$ cat src/rtl/fp_round_pipe.sv
// ---------------------------------------------------------------------------
// fp_round_pipe
//   Two-stage pipelined floating-point rounding stage for the add/sub
//   datapath, sitting between normalize and pack.
//
//   Stage 1 decides round-up from the round mode, sign, R/S bits and mantissa
//   LSB, and registers the incremented mantissa (one carry bit wide).
//   Stage 2 folds the mantissa carry into the exponent, detects overflow and
//   substitutes either infinity or the largest finite value depending on the
//   round direction.
//
//   Parameters
//     EXP_W  exponent field width (in_e/out_e are EXP_W+1 bits wide)
//     MAN_W  stored mantissa width, hidden bit excluded
//     TAG_W  width of the opaque tag carried with each op
//
//   Ports
//     clk, rst            clock, synchronous active-high reset
//     in_valid/in_ready   upstream handshake
//     in_sgn/e/m/r/s      normalized operand with round and sticky bits
//     in_mode             00 RNE, 01 toward +inf, 10 toward zero, 11 toward -inf
//     in_tag              passed through unchanged
//     out_valid/out_ready downstream handshake
//     out_sgn/e/m/tag     rounded result
//     out_inexact         R|S, or overflow
//     out_ovf             rounded exponent reached all-ones
//     flag_clr            clears the accumulated flags
//     sticky_inexact/ovf  accumulated flags
//
//   Build option
//     FP_ROUND_STICKY_FLAGS_EN  when defined, sticky_inexact/sticky_ovf
//     accumulate the flags of every transferred result; otherwise they are
//     tied low and flag_clr is ignored.
// ---------------------------------------------------------------------------
module fp_round_pipe #(
    parameter int EXP_W = 8,
    parameter int MAN_W = 23,
    parameter int TAG_W = 4
) (
    input  logic             clk,
    input  logic             rst,
    input  logic             in_valid,
    output logic             in_ready,
    input  logic             in_sgn,
    input  logic [EXP_W:0]   in_e,
    input  logic [MAN_W-1:0] in_m,
    input  logic             in_r,
    input  logic             in_s,
    input  logic [1:0]       in_mode,
    input  logic [TAG_W-1:0] in_tag,
    output logic             out_valid,
    input  logic             out_ready,
    output logic             out_sgn,
    output logic [EXP_W:0]   out_e,
    output logic [MAN_W-1:0] out_m,
    output logic [TAG_W-1:0] out_tag,
    output logic             out_inexact,
    output logic             out_ovf,
    input  logic             flag_clr,
    output logic             sticky_inexact,
    output logic             sticky_ovf
);

    localparam logic [EXP_W:0] E_MAX_EXP = {1'b0, {EXP_W{1'b1}}};
    localparam logic [EXP_W:0] E_MAX_FIN = E_MAX_EXP - 1'b1;

    // Stage 1 registers
    logic             s1_valid_q,   s1_valid_d;
    logic             s1_sgn_q,     s1_sgn_d;
    logic [EXP_W:0]   s1_e_q,       s1_e_d;
    logic [MAN_W:0]   s1_m_sum_q,   s1_m_sum_d;
    logic [1:0]       s1_mode_q,    s1_mode_d;
    logic             s1_inexact_q, s1_inexact_d;
    logic [TAG_W-1:0] s1_tag_q,     s1_tag_d;

    // Stage 2 (output) registers
    logic             s2_valid_q,    s2_valid_d;
    logic             out_sgn_q,     out_sgn_d;
    logic [EXP_W:0]   out_e_q,       out_e_d;
    logic [MAN_W-1:0] out_m_q,       out_m_d;
    logic [TAG_W-1:0] out_tag_q,     out_tag_d;
    logic             out_inexact_q, out_inexact_d;
    logic             out_ovf_q,     out_ovf_d;

    logic             adv1, adv2;
    logic             up;
    logic             carry;
    logic [EXP_W:0]   e_rnd;
    logic [MAN_W-1:0] m_rnd;
    logic             ovf;
    logic             to_inf;

    // Each stage advances when it is empty or the stage after it moves.
    always_comb begin
        adv2     = ~s2_valid_q | out_ready;
        adv1     = ~s1_valid_q | adv2;
        in_ready = adv1;
    end

    // Stage 1: round-up decision and mantissa increment
    always_comb begin
        unique case (in_mode)
            2'b00:   up = in_r & (in_s | in_m[0]);
            2'b01:   up = (in_r | in_s) & ~in_sgn;
            2'b10:   up = 1'b0;
            default: up = (in_r | in_s) & in_sgn;
        endcase

        s1_valid_d   = adv1 ? in_valid : s1_valid_q;
        s1_sgn_d     = s1_sgn_q;
        s1_e_d       = s1_e_q;
        s1_m_sum_d   = s1_m_sum_q;
        s1_mode_d    = s1_mode_q;
        s1_inexact_d = s1_inexact_q;
        s1_tag_d     = s1_tag_q;
        if (adv1 && in_valid) begin
            s1_sgn_d     = in_sgn;
            s1_e_d       = in_e;
            s1_m_sum_d   = {1'b0, in_m} + {{MAN_W{1'b0}}, up};
            s1_mode_d    = in_mode;
            s1_inexact_d = in_r | in_s;
            s1_tag_d     = in_tag;
        end
    end

    // Stage 2: carry into exponent, overflow substitution
    always_comb begin
        carry  = s1_m_sum_q[MAN_W];
        e_rnd  = s1_e_q + {{EXP_W{1'b0}}, carry};
        m_rnd  = carry ? '0 : s1_m_sum_q[MAN_W-1:0];
        ovf    = e_rnd[EXP_W] | (&e_rnd[EXP_W-1:0]);
        to_inf = (s1_mode_q == 2'b00)
               | ((s1_mode_q == 2'b01) & ~s1_sgn_q)
               | ((s1_mode_q == 2'b11) &  s1_sgn_q);

        s2_valid_d    = adv2 ? s1_valid_q : s2_valid_q;
        out_sgn_d     = out_sgn_q;
        out_e_d       = out_e_q;
        out_m_d       = out_m_q;
        out_tag_d     = out_tag_q;
        out_inexact_d = out_inexact_q;
        out_ovf_d     = out_ovf_q;
        if (adv2 && s1_valid_q) begin
            out_sgn_d     = s1_sgn_q;
            out_tag_d     = s1_tag_q;
            out_ovf_d     = ovf;
            out_inexact_d = s1_inexact_q | ovf;
            if (!ovf) begin
                out_e_d = e_rnd;
                out_m_d = m_rnd;
            end else if (to_inf) begin
                out_e_d = E_MAX_EXP;
                out_m_d = '0;
            end else begin
                out_e_d = E_MAX_FIN;
                out_m_d = '1;
            end
        end
    end

    always_ff @(posedge clk) begin
        if (rst) begin
            s1_valid_q    <= 1'b0;
            s1_sgn_q      <= 1'b0;
            s1_e_q        <= '0;
            s1_m_sum_q    <= '0;
            s1_mode_q     <= '0;
            s1_inexact_q  <= 1'b0;
            s1_tag_q      <= '0;
            s2_valid_q    <= 1'b0;
            out_sgn_q     <= 1'b0;
            out_e_q       <= '0;
            out_m_q       <= '0;
            out_tag_q     <= '0;
            out_inexact_q <= 1'b0;
            out_ovf_q     <= 1'b0;
        end else begin
            s1_valid_q    <= s1_valid_d;
            s1_sgn_q      <= s1_sgn_d;
            s1_e_q        <= s1_e_d;
            s1_m_sum_q    <= s1_m_sum_d;
            s1_mode_q     <= s1_mode_d;
            s1_inexact_q  <= s1_inexact_d;
            s1_tag_q      <= s1_tag_d;
            s2_valid_q    <= s2_valid_d;
            out_sgn_q     <= out_sgn_d;
            out_e_q       <= out_e_d;
            out_m_q       <= out_m_d;
            out_tag_q     <= out_tag_d;
            out_inexact_q <= out_inexact_d;
            out_ovf_q     <= out_ovf_d;
        end
    end

    assign out_valid   = s2_valid_q;
    assign out_sgn     = out_sgn_q;
    assign out_e       = out_e_q;
    assign out_m       = out_m_q;
    assign out_tag     = out_tag_q;
    assign out_inexact = out_inexact_q;
    assign out_ovf     = out_ovf_q;

`ifdef FP_ROUND_STICKY_FLAGS_EN
    logic sticky_inexact_q, sticky_inexact_d;
    logic sticky_ovf_q,     sticky_ovf_d;
    logic out_xfer;

    // A flag arriving with a transfer overrides a simultaneous clear.
    always_comb begin
        out_xfer         = s2_valid_q & out_ready;
        sticky_inexact_d = (flag_clr ? 1'b0 : sticky_inexact_q) | (out_xfer & out_inexact_q);
        sticky_ovf_d     = (flag_clr ? 1'b0 : sticky_ovf_q)     | (out_xfer & out_ovf_q);
    end

    always_ff @(posedge clk) begin
        if (rst) begin
            sticky_inexact_q <= 1'b0;
            sticky_ovf_q     <= 1'b0;
        end else begin
            sticky_inexact_q <= sticky_inexact_d;
            sticky_ovf_q     <= sticky_ovf_d;
        end
    end

    assign sticky_inexact = sticky_inexact_q;
    assign sticky_ovf     = sticky_ovf_q;
`else
    logic unused_flag_clr;
    assign unused_flag_clr = flag_clr;
    assign sticky_inexact  = 1'b0;
    assign sticky_ovf      = 1'b0;
`endif

endmodule

$ cat config.mk
export PLATFORM = sky130hd
export DESIGN_NAME = fp_round_pipe
export DESIGN_NICKNAME = d
export VERILOG_FILES = /design/src/rtl/fp_round_pipe.sv
export SDC_FILE = /design/constraint.sdc
export NUM_CORES = 1
export LEC_CHECK = 0
export BUFFER_PORTS_ARGS = -buffer_cell sky130_fd_sc_hd__buf_2
export CAP_MARGIN = 30
export CORE_ASPECT_RATIO = 1.1
export CORE_MARGIN = 1
export CORE_UTILIZATION = 25
export CTS_CLUSTER_DIAMETER = 30
export DETAILED_ROUTE_END_ITERATION = 8
export REMOVE_ABC_BUFFERS = 1
export SYNTH_ARGS = -nofsm -noshare
export SYNTH_HDL_FRONTEND = slang
export SYNTH_SLANG_ARGS = --single-unit
export TNS_END_PERCENT = 5
$ cat constraint.sdc
create_clock -name clk -period 4.7 [get_ports clk]
set_clock_uncertainty 0.05 [all_clocks]
set_input_delay 0.47 -clock clk [delete_from_list [all_inputs] [get_ports clk]]
set_output_delay 0.47 -clock clk [all_outputs]
set_load 0.01 [all_outputs]
# Word-level counts from Yosys, hierarchy flattened
# Index checks and enable logic that the tools add are counted.
# op_classes
add_sub_neg	2
eq_ne	4
n_mux	6
bitwise	17
n_reduce_logical	5
# ops
op	count
23-bit 2-to-1 mux	3
23-bit by 1-bit adder with 24-bit output	1
9-bit by 1-bit adder with 9-bit output	1
9-bit 2-to-1 mux	1
1-bit OR	8
8-bit AND reduction	1
1-bit bitwise AND	5
2-bit by 1-bit equality test with 1-bit output, second input constant	2
2-bit equality test, second input constant	2
2-bit zero test	2
1-bit inverter	4
1-bit case mux with 3 select lines	1
1-bit logical AND	2
1-bit 2-to-1 mux	1
# word_totals
reg_bits	82
input_bits	46
out_inout_bits	43
elab_cells	48

# Depth between registers and ports, before layout
# logic_depth
ltp_word	6
mapped_depth	10

# Worst setup path after synthesis
# OpenSTA, ideal clock, no wires.
# synth_path
path_kind	input-to-reg
from	in in_s
to	reg s1_m_sum_q[12]
setup_ns	0.086
arrival_ns	2.288
t_required_ns	4.564
slack_ns	2.276
cell_stages	10
n_path_buf	0
cell_sequence	o21a_1 > nor2_1 > nor3_1 > ha_1 > ha_1 > nand3_1 > nor3_1 > nand4_1 > xor2_1 > a211oi_1
# synth_via
elab_chain_len	4
# synth_lines
element	line_no	rtl
start: declaration	48	input logic in_s,
1-bit OR, on equally long branches	104, 106, 103	
1-bit bitwise AND, on equally long branches	106, 103, 104	
1-bit case mux with 3 select lines *	102	unique case (in_mode)
23-bit by 1-bit adder with 24-bit output *	119	s1_m_sum_d = {1'b0, in_m} + {{MAN_W{1'b0}}, up};
end signal: assignment	181	s1_m_sum_q <= s1_m_sum_d;
end: declaration	71	logic [MAN_W:0] s1_m_sum_q, s1_m_sum_d;
# Every way passes the cells marked *; elsewhere a longest branch is shown, timed or not.
# A chain may end at the register's enable or synchronous reset.

# Worst setup path after layout
# layout_path
from	reg s1_e_q[1]
to	reg out_m_q[16] (netlist: out_m[16])
# layout_via
elab_chain_len	4
# layout_lines
element	line_no	rtl
start: declaration	70	logic [EXP_W:0] s1_e_q, s1_e_d;
start signal: assignment	165	s1_e_q <= '0;
start signal: assignment	180	s1_e_q <= s1_e_d;
9-bit by 1-bit adder with 9-bit output *	129	e_rnd = s1_e_q + {{EXP_W{1'b0}}, carry};
8-bit AND reduction	131	ovf = e_rnd[EXP_W] | (&e_rnd[EXP_W-1:0]);
1-bit OR *	131	
23-bit 2-to-1 mux *	148	if (!ovf) begin
end signal: assignment	188	out_m_q <= out_m_d;
end: declaration	80	logic [MAN_W-1:0] out_m_q, out_m_d;
# Marks and branches as above.

==> impl_metrics.json <==
{
  "wl_per_cell_um": 15.1,
  "tritoncts": "built",
  "io_pins": 89,
  "cp_max_fo": 31,
  "start_kind": "flip-flop",
  "die_h_um": 133,
  "setup_violations": 0,
  "initialDrtViolationCount": 169,
  "post-cts-setup-buffers": 0,
  "post_cts_resized": 0,
  "grt_start_max_net_pins": 45,
  "synth_top_area_share_pct": 42.1,
  "htree_levels": 3,
  "ys_seq_elements": 82,
  "timing.fmax_mhz": 358,
  "gr-total-overflow": 0,
  "viasPerCell": 4.78,
  "cts_hold_buf": 0,
  "final_antenna_net_count": 0,
  "fin_crit_sh_pct": 59.5,
  "die-width_um": 121,
  "place_congestion": 0.735,
  "cpPeakStageDelay_ns": 0.60,
  "path_delay_family": "compound AO/OA/AOI/OAI gates",
  "synth_seq_area_share_pct": 42.1,
  "leakagePower_nw": 1.90,
  "hold_class": "primary input to flip-flop",
  "cts_buffers": 9,
  "synth.area.top_cells": "dfxtp_1, nand2_1, nand4b_1, a21oi_1, a21oi_2",
  "fin_util_pct": 31.5,
  "rows": 47,
  "critical-path-slowest-cell": "o221a_4",
  "synth-async-reset-ratio_pct": 0,
  "maxCapViolations": 0,
  "clock_latency_ns": 0.35,
  "rsz0062_at_grt": "false",
  "synth_ff_type": "dfxtp_1",
  "irDropWorstVdd_mv": 0.140,
  "synth_top_cell_by_area": "dfxtp_1",
  "syn_to_final_growth_pct": 22.4,
  "ys_warn_count": 0,
  "cts_max_path_buffers": 2,
  "routed_wl_um": 10600,
  "grt_pass1_wl_um": 17100,
  "clock-root-buffer": "clkbuf_16",
  "synthesis.area_um2": 3900,
  "final_cell_mix": "buf_2, dfxtp_1, nand2_1",
  "layout.nets": 553,
  "maxSlewViolCount": 0,
  "path_cells": "ha_1, nand3_2, nor3_2, xnor2_2, buf_4, o221a_4, a21oi_1",
  "grt_pass1_vias": 3222,
  "hold_violations": 0,
  "cts.sinks": 82,
  "path_clk_slew_ns": 0.06,
  "first_pass_iters": 4,
  "antenna_found_initial": 0,
  "start_util_pct": 25.7,
  "grt.total_usage_pct": 13.8,
  "coreArea_um2": 15200,
  "diodes": 0,
  "reg2reg_slack_ns": 1.91,
  "synthDistinctLibCells": 47,
  "drc_errors": 0,
  "die-area_um2": 16100,
  "synth_edf_count": 0,
  "crit_required_ns": 4.86,
  "synthCells": 432,
  "end_kind": "flip-flop",
  "synth_area_per_cell_um2": 9.03,
  "final_common_cell": "buf_2",
  "worstSetupPathType": "flip-flop to flip-flop",
  "power_density_nw_per_um2": 369,
  "vias": 3356,
  "slew_headroom_pct": 33.0,
  "tightestPinTransition_ns": 0.997,
  "setup_tns_ns": 0,
  "crit_buf_inv": 1,
  "drive_above_1_share_pct": 28.7,
  "status": "complete, no violations",
  "port_buffers": 85,
  "hpwl_um": 7040,
  "p_total_w": 0.00176,
  "crit_arrival_ns": 2.96,
  "period_minus_slack_ns": 2.79
}
-- stage by stage --
| step | instance area, um2 | setup slack, ns | instances | hold slack (ns) |
|---|---|---|---|---|
| final | 4770 | 1.91 | 702 | 0.317 |
| after CTS | 4770 | 1.87 | 702 | 0.304 |
| after detailed placement | 4430 | 1.54 | 686 | 0.399 |
| after global routing | 4770 | 1.63 | 702 | 0.318 |
| after global placement | 4410 | 1.55 | 685 | 0.399 |
| after floorplan | 3680 | 1.46 | 399 | 0.376 |
-- synth_stat cells, drive strengths merged (8+ instances only) --
master  number
and3         8
dfxtp       82
nand3       11
nand4        8
xor2        20
buf          9
a21oi       58
nand2       60
nand4b      23
xnor2       10
o21ai       35
clkbuf      22
nor2        23
a211oi      15
-- sequential cells by signal, summed over array words and instances, names as in the netlist --
signal and count:
s1_mode_q 2, out_tag 4, out_inexact 1, out_sgn 1, s1_m_sum_q 24, s1_sgn_q 1, out_m 23, out_ovf 1
s1_tag_q 4, s1_valid_q 1, s1_inexact_q 1, s1_e_q 9, out_e 9, out_valid 1
-- logic make-up (layout without fill, tap and decap cells) --
group                      count (synthesis)  after routing  share of synthesized area [%]
AOI/OAI and AO/OA                        126            126                           22.1
xor gates and xnor gates                  30             30                           6.74
adders and majority gates                  6              6                           1.92
buffers and inverters                     38            111                           6.16
DFF                                       82             82                           42.1
other                                      1              2                         0.0962
and+or+nand+nor                          149            149                           20.9
-- power breakdown --
group          switching [W]  internal, W
clock network       0.000289     0.000508
registers          0.0000278     0.000740
logic               0.000117    0.0000785
total               0.000434      0.00133
-- worst paths after layout --
path | from | endpoint | cells past startpoint
worst min-delay path | in_e[1] | s1_e_q[1]$_SDFFE_PP0P_ | 3
worst max-delay path | s1_e_q[1]$_SDFFE_PP0P_ | out_m[16]$_SDFFE_PP0P_ | 7
worst min register to register | out_tag[0]$_SDFFE_PP0P_ | out_tag[0]$_SDFFE_PP0P_ | 2
worst max register to register | s1_e_q[1]$_SDFFE_PP0P_ | out_m[16]$_SDFFE_PP0P_ | 7
-- layer usage --
layer	up-vias	GRT usage [%]	routed length [um]
li1	1677	-	-
met1	1598	17.9	5030
met2	70	22.2	5040
met3	11	3.41	416
met4	0	4.80	142
met5	-	0	0
-- worst reg2reg max path, cell delays in order (launching register included) --
cell and delay (ns):
dfxtp_1 0.51, ha_1 0.43, nand3_2 0.16, nor3_2 0.25, xnor2_2 0.13, buf_4 0.38, o221a_4 0.61, a21oi_1 0.15
-- area by class of cell --
| class | count | area, um2 |
|---|---|---|
| clock buffer | 12 | 267 |
| clock inverter | 4 | 72.6 |
| fill | 1616 | 10400 |
| inverter | 4 | 15.0 |
| multi-input combinational | 313 | 2040 |
| sequential | 82 | 1640 |
| tap | 196 | 245 |
| timing repair buffer | 91 | 490 |
No activity file was read; power rests on OpenSTA's default activity.
